[src/rtl/pipe_hazard_ctrl.sv]
// Hazard and sequencing controller for the 5-stage pipeline: load-use stalls,
// taken-branch flushes, instruction-memory waits and operand forwarding selects.
module pipe_hazard_ctrl #(
    parameter int REG_AW       = 5,
    parameter int LOAD_BUBBLES = 1,
    parameter int FLUSH_CYCLES = 2,
    parameter int CNT_W        = 16
) (
    input  logic              clk1,
    input  logic              reset,
    input  logic [REG_AW-1:0] id_rs1,
    input  logic [REG_AW-1:0] id_rs2,
    input  logic              id_use_rs1,
    input  logic              id_use_rs2,
    input  logic [REG_AW-1:0] ex_rd,
    input  logic              ex_reg_write,
    input  logic              ex_is_load,
    input  logic [REG_AW-1:0] mem_rd,
    input  logic              mem_reg_write,
    input  logic              cond_stage,
    input  logic              imem_ready,
    output logic              pc_hold,
    output logic              if_id_hold,
    output logic              if_id_flush,
    output logic              id_ex_bubble,
    output logic [1:0]        fwd_a,
    output logic [1:0]        fwd_b,
    output logic [1:0]        state,
    output logic [CNT_W-1:0]  stall_cnt,
    output logic [CNT_W-1:0]  flush_cnt
);

    typedef enum logic [1:0] {
        RUN     = 2'b00,
        LDSTALL = 2'b01,
        FLUSH   = 2'b10,
        IMWAIT  = 2'b11
    } state_t;

    localparam logic [2:0]       FLUSH_INIT = 3'(FLUSH_CYCLES - 1);
    localparam logic [2:0]       LD_INIT    = 3'(LOAD_BUBBLES - 1);
    localparam logic [CNT_W-1:0] CNT_MAX    = '1;

    state_t     state_q, state_d;
    logic [2:0] cnt_q, cnt_d;
    logic       lu;

    assign state = state_q;

    assign lu = ex_is_load && ex_reg_write && (ex_rd != '0) &&
                ((id_use_rs1 && (id_rs1 == ex_rd)) ||
                 (id_use_rs2 && (id_rs2 == ex_rd)));

    // EX result wins over MEM result; loads cannot forward from EX.
    function automatic logic [1:0] fwd_sel(input logic [REG_AW-1:0] rs);
        if (ex_reg_write && !ex_is_load && (ex_rd != '0) && (ex_rd == rs))
            return 2'b01;
        else if (mem_reg_write && (mem_rd != '0) && (mem_rd == rs))
            return 2'b10;
        else
            return 2'b00;
    endfunction

    // NOTE: every always_comb output gets a default first so no latch is inferred.
    always_comb begin
        state_d      = state_q;
        cnt_d        = cnt_q;
        pc_hold      = 1'b0;
        if_id_hold   = 1'b0;
        if_id_flush  = 1'b0;
        id_ex_bubble = 1'b0;
        fwd_a        = 2'b00;
        fwd_b        = 2'b00;

        if (!reset) begin
            fwd_a = fwd_sel(id_rs1);
            fwd_b = fwd_sel(id_rs2);

            if (cond_stage) begin
                if_id_flush  = 1'b1;
                id_ex_bubble = 1'b1;
                if (FLUSH_CYCLES > 1) begin
                    state_d = FLUSH;
                    cnt_d   = FLUSH_INIT;
                end else begin
                    state_d = RUN;
                end
            end else begin
                unique case (state_q)
                    FLUSH: begin
                        if_id_flush  = 1'b1;
                        id_ex_bubble = 1'b1;
                        if (cnt_q == 3'd1) state_d = RUN;
                        else               cnt_d   = cnt_q - 3'd1;
                    end
                    LDSTALL: begin
                        pc_hold      = 1'b1;
                        if_id_hold   = 1'b1;
                        id_ex_bubble = 1'b1;
                        if (cnt_q == 3'd1) state_d = RUN;
                        else               cnt_d   = cnt_q - 3'd1;
                    end
                    default: begin
                        if (lu) begin
                            pc_hold      = 1'b1;
                            if_id_hold   = 1'b1;
                            id_ex_bubble = 1'b1;
                            if (LOAD_BUBBLES > 1) begin
                                state_d = LDSTALL;
                                cnt_d   = LD_INIT;
                            end else begin
                                state_d = RUN;
                            end
                        end else if (!imem_ready) begin
                            pc_hold     = 1'b1;
                            if_id_flush = 1'b1;
                            state_d     = IMWAIT;
                        end else begin
                            state_d = RUN;
                        end
                    end
                endcase
            end
        end
    end

    // NOTE: sequential state uses non-blocking assignments only.
    always_ff @(posedge clk1) begin
        if (reset) begin
            state_q   <= RUN;
            cnt_q     <= '0;
            stall_cnt <= '0;
            flush_cnt <= '0;
        end else begin
            state_q <= state_d;
            cnt_q   <= cnt_d;
            if (pc_hold && (stall_cnt != CNT_MAX))
                stall_cnt <= stall_cnt + CNT_W'(1);
            if (if_id_flush && (flush_cnt != CNT_MAX))
                flush_cnt <= flush_cnt + CNT_W'(1);
        end
    end

endmodule

[config.mk]
export PLATFORM = sky130hd
export DESIGN_NAME = pipe_hazard_ctrl
export DESIGN_NICKNAME = d
export VERILOG_FILES = /design/src/rtl/pipe_hazard_ctrl.sv
export SDC_FILE = /design/constraint.sdc
export NUM_CORES = 1
export LEC_CHECK = 0
export ABC_AREA = 1
export CAP_MARGIN = 20
export CORE_MARGIN = 2
export CORE_UTILIZATION = 70
export CTS_BUF_LIST = sky130_fd_sc_hd__clkbuf_4 sky130_fd_sc_hd__clkbuf_8
export DETAILED_ROUTE_END_ITERATION = 8
export DONT_BUFFER_PORTS = 1
export GPL_TIMING_DRIVEN = 0
export PLACE_DENSITY = 0.86
export SYNTH_ARGS = -nofsm -noshare
export SYNTH_HDL_FRONTEND = slang
export SYNTH_SLANG_ARGS = --single-unit
[constraint.sdc]
create_clock -name clk1 -period 3.2 [get_ports clk1]
set_input_delay 0.48 -clock clk1 [delete_from_list [all_inputs] [get_ports clk1]]
set_output_delay 0.48 -clock clk1 [all_outputs]
set_load 0.01 [all_outputs]
Word-level counts from Yosys, hierarchy flattened --
Cells that the tools add are included.
Storage, ports and cells: register bits 37, latch bits 0, bits in writable memories 0, memory bits (read-only) 0, input port bits 29, output and inout port bits 42, word-level logic and storage cells 77, memories kept 0
Cells by class: add/subtract/negate cells 3, multipliers 0, divide/modulo/power cells 0, order comparisons 0, equality and inequality tests 14, shifts and indexed selects 0, mux-type cells 30, bitwise operators 1, reduce and logical (&&, ||, !) cells 23
Operators with widths (number):
- 16-bit by 1-bit adder with 16-bit output (second input constant) | 2
- 16-bit inequality test (second input constant) | 2
- 5-bit equality test | 6
- 2-bit two-way mux | 11
- 1-bit two-way mux | 16
- 1-bit logical AND | 14
- 5-bit nonzero test | 2
- 1-bit one-hot mux with 2 select lines | 3
- 2-bit AND reduction | 2
- 2-bit OR reduction | 2
- 3-bit by 1-bit equality test with 1-bit output (second input constant) | 1
- 3-bit by 1-bit inequality test with 1-bit output (second input constant) | 1
- 3-bit by 1-bit subtractor with 3-bit output (second input constant) | 1
- 2-bit by 1-bit equality test with 1-bit output (second input constant) | 1
- 2-bit equality test (second input constant) | 1
- 2-bit by 1-bit inequality test with 1-bit output (second input constant) | 1
- 2-bit inequality test (second input constant) | 1
- 2-bit nonzero test | 1
- 1-bit zero test | 1
- 1-bit logical OR | 1
- 1-bit NOT | 1

Logic depth before layout (Yosys ltp) --
Gate-level depths: netlist of the first run.
depth after elaboration 9, depth in mapped cells 14, mapped depth without buffers 13

Worst setup path before layout of the first run --
Ideal clock, no wire load.
kind flip-flop to output port, start register state_q[0], in the netlist state[0], end output port pc_hold, arrival time 1624 ps, required time 2720 ps, path slack 1096 ps, stages on the path, launching flop included 8, path buffers 1, cells stage by stage dfxtp_1 > inv_1 > ha_1 > o21ai_0 > inv_1 > nand2_2 > o21ai_4 > buf_4
Between the ends: cells in the longest elaborated chain, start to end 4, elaborated cells on any way between the ends 5, classes of those cells eq/ne: 2; mux: 3
Ends and longest elaborated chain:
- start, declared | line 44 | state_t state_q, state_d;
- start signal, assigned | line 135 | state_q <= state_d;
- 2-bit by 1-bit equality test with 1-bit output / 2-bit equality test (equally long branches) | line 89 | unique case (state_q)
- 1-bit one-hot mux with 2 select lines (*) | line 89
- 1-bit two-way mux (*) | line 79 | if (cond_stage) begin
- 1-bit two-way mux (*) | line 75 | if (!reset) begin
- end, declared | line 22 | output logic pc_hold,
Mark *: on every way between the ends. The rest lies on a longest branch, timed or not.

Worst setup path in the final report of the first run --
Same ends and word-level chain as after synthesis.

==> impl_metrics.json, run 1 <==
{
  "status": "finished, final reports clean",
  "mostFrequentLayoutCell": "nand2_1",
  "intPower_mw": 0.6939,
  "hold_viol_final": 0,
  "drc": 0,
  "cpLargestDelayFamily": "compound AO/OA/AOI/OAI gates",
  "ys_ff_latch": 37,
  "post_cts_buffers": 0,
  "wl_um": 6194,
  "irDropWorstVdd_mv": 0.2882,
  "root_buffer": "clkbuf_8",
  "switching_share_pct": 29.36,
  "firstDrtPassIters": 5,
  "dr_wl_met3_um": 445,
  "setup_viol": 0,
  "io_pins": 71,
  "dr.max_layer_used": "met4",
  "wl_met2_um": 3135,
  "track_usage_pct": 31.14,
  "cts.sinks": 37,
  "synthCells": 402,
  "crit_chain": "inv_1, ha_1, o21ai_0, inv_1, nand2_2, o21ai_4, buf_4",
  "holdBufCountCts": 0,
  "cp_max_fo": 10,
  "final.setup.tns_ns": 0,
  "seq_area_frac_synth_pct": 27.99,
  "synthesis.nets": 437,
  "insertion_delay_ns": 0.29,
  "grt_pass1_vias": 2576,
  "clockPowerShare_pct": 34.9,
  "leakage_nw": 1.163,
  "syn_area_per_cell_um2": 6.583,
  "rsz0062_at_grt": "false",
  "fp.dieH_um": 65.49,
  "vias": 2609,
  "initial_core_util_pct": 72.28,
  "coreArea_um2": 3661,
  "worst_slack_ns": 0.5612,
  "cp.arrival_ns": 2.16,
  "cts_buffers": 5,
  "netlist-cell-type-count": 34,
  "pre_cts_ws_ns": 0.8697,
  "rows": 22,
  "hold_class": "in -> reg",
  "final_antenna_net_count": 0,
  "slew_headroom_pct": 55.29,
  "critical_path_required_ns": 2.72,
  "fin_crit_sh_pct": 82.46,
  "crit_slowest_cell": "dfxtp_1",
  "drt_iter0_drc": 132,
  "comb_power_share_pct": 14.7,
  "slew_violations": 0,
  "syn_area_um2": 2646,
  "cp_common_cell": "inv_1",
  "htree_num_levels": 2,
  "die_w_um": 65.49,
  "slowest_delay_ns": 0.44,
  "dieArea_um2": 4288,
  "power_density_nw_per_um2": 351.3,
  "hpwl_um": 4744,
  "grt_first_pass_wirelength_um": 10620,
  "wl_per_cell_um": 13.55,
  "critPathBufInv": 3,
  "place_congestion": 0.8818,
  "clock_path_buffers": 2,
  "via_per_inst": 5.709,
  "crit_type": "reg -> out",
  "finClkSkew_ns": 0.008692,
  "min_period_ns": 2.639,
  "final_cell_mix": "96 x nand2_1, 55 x inv_1, 46 x nor2_1, 37 x dfxtp_1, 33 x nand3_1",
  "ctsResizeCount": 0,
  "worst_pin_slew_ns": 0.6707,
  "ys_warn_count": 0,
  "grt_max_degree": 12,
  "multi_input_area_um2": 1637,
  "clk_pin_slew_worst_paths_ns": 0.08,
  "drive_gt1_share_pct": 11.25,
  "critPathLaunchType": "register",
  "end_kind": "output pin",
  "cts_tree": "done",
  "overflow": 0,
  "nets": 444,
  "wl_met1_um": 2516,
  "port_buffers": 0,
  "fill_cells": 299,
  "regArea_um2": 740.7,
  "fmax_mhz": 379.0,
  "cap_violations": 0,
  "area_growth_pct": 5.674,
  "p_seq_share_pct": 50.4,
  "grt_antenna_before_repair": 0,
  "power.switching_mw": 0.2884,
  "diodes": 0
}
## cells in the mapped netlist
| cell type | instances | area [µm²] |
|---|---|---|
| buf_4 | 2 | 15.01 |
| inv_2 | 3 | 11.26 |
| nand2_4 | 1 | 11.26 |
| nand4_1 | 8 | 50.05 |
| nor3_4 | 2 | 32.53 |
| nand2_2 | 4 | 25.02 |
| buf_6 | 1 | 11.26 |
| nand3_1 | 33 | 165.2 |
| o21ai_1 | 1 | 5.000 |
| nand3_2 | 10 | 100.1 |
| nor2_2 | 2 | 12.51 |
| nand3b_1 | 1 | 7.510 |
| nor4_1 | 5 | 31.28 |
| nor3_1 | 11 | 55.05 |
| a21oi_2 | 9 | 78.83 |
| buf_2 | 2 | 10.01 |
| nor2_1 | 46 | 172.7 |
| a21oi_1 | 20 | 100.1 |
| a31oi_1 | 1 | 6.260 |
| xnor2_1 | 6 | 52.55 |
| clkbuf_1 | 4 | 15.01 |
| nor3_2 | 1 | 10.01 |
| nand2_1 | 96 | 360.4 |
| o2111ai_1 | 2 | 17.52 |
| o21ai_0 | 8 | 40.04 |
| xor2_1 | 18 | 157.7 |
| inv_1 | 55 | 206.5 |
| nand4_4 | 1 | 21.27 |
| dfxtp_1 | 37 | 740.7 |
| a21boi_0 | 1 | 7.510 |
| ha_1 | 6 | 75.07 |
| and3_1 | 1 | 6.260 |
| o22ai_1 | 3 | 18.77 |
| o21ai_4 | 1 | 16.27 |
## sequential cells by signal, summed over array words and instances (netlist names)
register   cells
stall_cnt     16
cnt_q          3
state          2
flush_cnt     16
## layer usage
layer | GRT usage [%] | vias to the layer above
li1 | - | 1309
met1 | 34.91 | 1199
met2 | 55.48 | 89
met3 | 8.904 | 12
met4 | 11.98 | 0
met5 | 0 | -
## metrics by stage
| stage | utilization, % | total power, mW | std cells | instance area (µm²) | hold slack (ns) |
|---|---|---|---|---|---|
| after floorplan | - | 0.6173 | 402 | 2646 | 0.4440 |
| after global placement | 73.92 | 0.6442 | 450 | 2706 | 0.4548 |
| after detailed placement | 73.92 | 0.6498 | 450 | 2706 | 0.4679 |
| after CTS | 76.38 | 0.9880 | 457 | 2796 | 0.3735 |
| after global routing | 76.38 | 1.026 | 457 | 2796 | 0.3781 |
| final | 76.38 | 0.9823 | 457 | 2796 | 0.3816 |
## final cells by class
class | instances | area share (%)
Buffer | 9 | 1.834
Clock buffer | 6 | 2.953
Clock inverter | 1 | 0.2685
Inverter | 58 | 7.785
Multi-Input combinational cell | 298 | 58.52
Sequential cell | 37 | 26.49
Tap cell | 48 | 2.148
## power by group through the flow
stage          sequential [mW]  combinational [mW]  clock [mW]
6_report                 0.495               0.144       0.343
3_3_place_gp             0.506               0.139           0
5_1_grt                  0.498               0.165       0.362
2_1_floorplan            0.501               0.116           0
3_5_place_dp             0.506               0.144           0
4_1_cts                  0.495               0.144       0.348
## worst paths after layout
| kind | start | end | slack (ns) | cells past startpoint |
|---|---|---|---|---|
| hold reg to reg | cnt_q[2] | cnt_q[2] | 0.48 | 2 |
| setup / recovery | state[0] | pc_hold | 0.56 | 7 |
| hold / removal | cond_stage | state[1] | 0.38 | 2 |
| setup reg to reg | stall_cnt[0] | stall_cnt[6] | 0.93 | 10 |
## logic make-up after synthesis
group | Yosys count | share of synthesized area [%]
AND/OR/NAND/NOR | 222 | 40.10
adder cells (fa/ha/maj) | 6 | 2.837
AO/OA/AOI/OAI | 46 | 10.97
flip-flops | 37 | 27.99
buffers and inverters | 67 | 10.17
XOR/XNOR | 24 | 7.943
No activity file was read; power rests on OpenSTA's default activity.
==> run 2: changes to the inputs <==
- CORE_UTILIZATION: 70 -> 66
- PLACE_DENSITY: 0.86 -> 0.82
- clock period: 3.2 -> 2.72 ns (I/O delays scaled with it)
==> run 2 against run 1 <==
Die area increased by 5.7%. Combinational power grew 18%. Critical endpoint unchanged. Highest routed layer unchanged. First-iteration DRC count fell by 23%. Sequential share of layout area down 0.30 points. Critical path depth stayed put. Clock skew fell by 0.0028 ns. Total power rose by 28%.
==> impl_metrics.json, run 2 (synthesis results as in run 1) <==
{
  "grt_antenna_before_repair": 0,
  "cts.sinks": 37,
  "power_density_nw_per_um2": 444.7,
  "hold_class": "in -> reg",
  "dieArea_um2": 4532,
  "worst-r2r-cell-count": 10,
  "initial_core_util_pct": 67.12,
  "fp.dieH_um": 67.32,
  "crit_chain": "inv_1, ha_1, o21ai_0, inv_1, nand2_2, o21ai_4, buf_4",
  "switching_share_pct": 26.44,
  "comb_power_share_pct": 13.5,
  "drive_gt1_share_pct": 11.46,
  "mostFrequentLayoutCell": "nand2_1",
  "wl_per_cell_um": 13.06,
  "r2r_slack_ns": 0.47,
  "final_antenna_net_count": 0,
  "final_cell_mix": "96 x nand2_1, 55 x inv_1, 46 x nor2_1, 37 x dfxtp_1, 33 x nand3_1",
  "cts_buffers": 5,
  "vias": 2517,
  "setup_viol": 0,
  "irDropWorstVdd_mv": 0.2654,
  "nets": 444,
  "place_congestion": 0.8225,
  "firstDrtPassIters": 4,
  "holdBufCountCts": 0,
  "status": "finished, final reports clean",
  "intPower_mw": 0.9254,
  "critPathLaunchType": "register",
  "cp_common_cell": "inv_1",
  "rows": 23,
  "fin_crit_sh_pct": 91.41,
  "coreArea_um2": 3943,
  "grt_first_pass_wirelength_um": 10070,
  "hold_path_end": "cnt_q[0]",
  "hpwl_um": 4680,
  "overflow": 0,
  "hold_viol_final": 0,
  "leakage_nw": 1.181,
  "crit_slowest_cell": "dfxtp_1",
  "slew_headroom_pct": 52.74,
  "cap_violations": 0,
  "area_growth_pct": 6.903,
  "clock_path_buffers": 2,
  "htree_num_levels": 2,
  "final.setup.tns_ns": 0,
  "slew_violations": 0,
  "grt_pass1_vias": 2377,
  "post_cts_buffers": 0,
  "clockPowerShare_pct": 40.1,
  "min_period_ns": 2.486,
  "crit-reg2reg-capture": "stall_cnt[5]",
  "track_usage_pct": 28.81,
  "via_per_inst": 5.472,
  "io_pins": 71,
  "rsz0062_at_grt": "false",
  "worstReg2RegStart": "stall_cnt[0]",
  "drc": 0,
  "largestRegisters": "flush_cnt: 16 flops, stall_cnt: 16 flops, cnt_q: 3 flops",
  "drt_iter0_drc": 102,
  "cts_tree": "done",
  "clk_pin_slew_worst_paths_ns": 0.07,
  "slowest_delay_ns": 0.44,
  "total_power_mw": 1.258,
  "p_seq_share_pct": 46.4,
  "hold_start": "cond_stage",
  "cpLargestDelayFamily": "compound AO/OA/AOI/OAI gates",
  "ctsResizeCount": 0,
  "cp_max_fo": 10,
  "critical_path_required_ns": 2.31,
  "diodes": 0,
  "worst_pin_slew_ns": 0.7089,
  "crit_type": "reg -> out",
  "end_kind": "output pin",
  "die_w_um": 67.32,
  "holdPathStages": 2,
  "fmax_mhz": 402.2,
  "finClkSkew_ns": 0.005896,
  "insertion_delay_ns": 0.29,
  "critPathBufInv": 3,
  "power.switching_mw": 0.3326,
  "cp.arrival_ns": 2.08,
  "wl_um": 6008,
  "port_buffers": 0,
  "grt_max_degree": 12,
  "root_buffer": "clkbuf_8"
}
[run 2: through the flow]
stage / hold slack (ns) / std cells / worst slack (ns) / util [%] / area [µm²]
after global placement: 0.4560 / 452 / 0.5267 / 68.71 / 2709
after detailed placement: 0.4689 / 452 / 0.4972 / 68.71 / 2709
after CTS: 0.2953 / 460 / 0.2240 / 71.76 / 2829
after floorplan: 0.4440 / 402 / 0.6876 / - / 2646
after global routing: 0.3126 / 460 / 0.05052 / 71.76 / 2829
final: 0.2971 / 460 / 0.2338 / 71.76 / 2829
[run 2: layout make-up]
cell class	instances	area [µm²]
Clock buffer	7	90.09
Fill cell	356	1114
Sequential cell	37	740.7
Buffer	9	51.30
Inverter	58	217.7
Multi-Input combinational cell	298	1637
Clock inverter	1	30.03
Tap cell	50	62.56
[run 2: worst max path at each step]
stage / slack, ns / startpoint / cells past startpoint / to
finish: 0.23 / state[0] / 7 / pc_hold
global route: 0.05 / state[0] / 7 / pc_hold
CTS: 0.22 / state[0] / 7 / pc_hold
detailed placement: 0.50 / stall_cnt[0] / 9 / stall_cnt[6]
global placement: 0.53 / stall_cnt[0] / 9 / stall_cnt[0]
floorplan: 0.69 / state[0] / 7 / pc_hold
[run 2: layer usage]
metal	vias up	global-route usage, %	wire length (µm)
met4	0	9.694	99
li1	1317	-	-
met5	-	0	0
met1	1134	32.37	2622
met2	55	52.60	3000
met3	11	7.333	287
[run 2: power groups by stage]
stage / Clock (mW) / Combinational [mW] / Sequential [mW]
6_report: 0.504 / 0.170 / 0.584
5_1_grt: 0.536 / 0.193 / 0.587
4_1_cts: 0.513 / 0.169 / 0.583
3_5_place_dp: 0 / 0.169 / 0.596
3_3_place_gp: 0 / 0.163 / 0.595
2_1_floorplan: 0 / 0.137 / 0.590
==> run 3: changes to the inputs <==
- CAP_MARGIN: 20 -> default
==> results of run 3 <==
The final DEF is identical to that of run 2; final timing and power are the same.
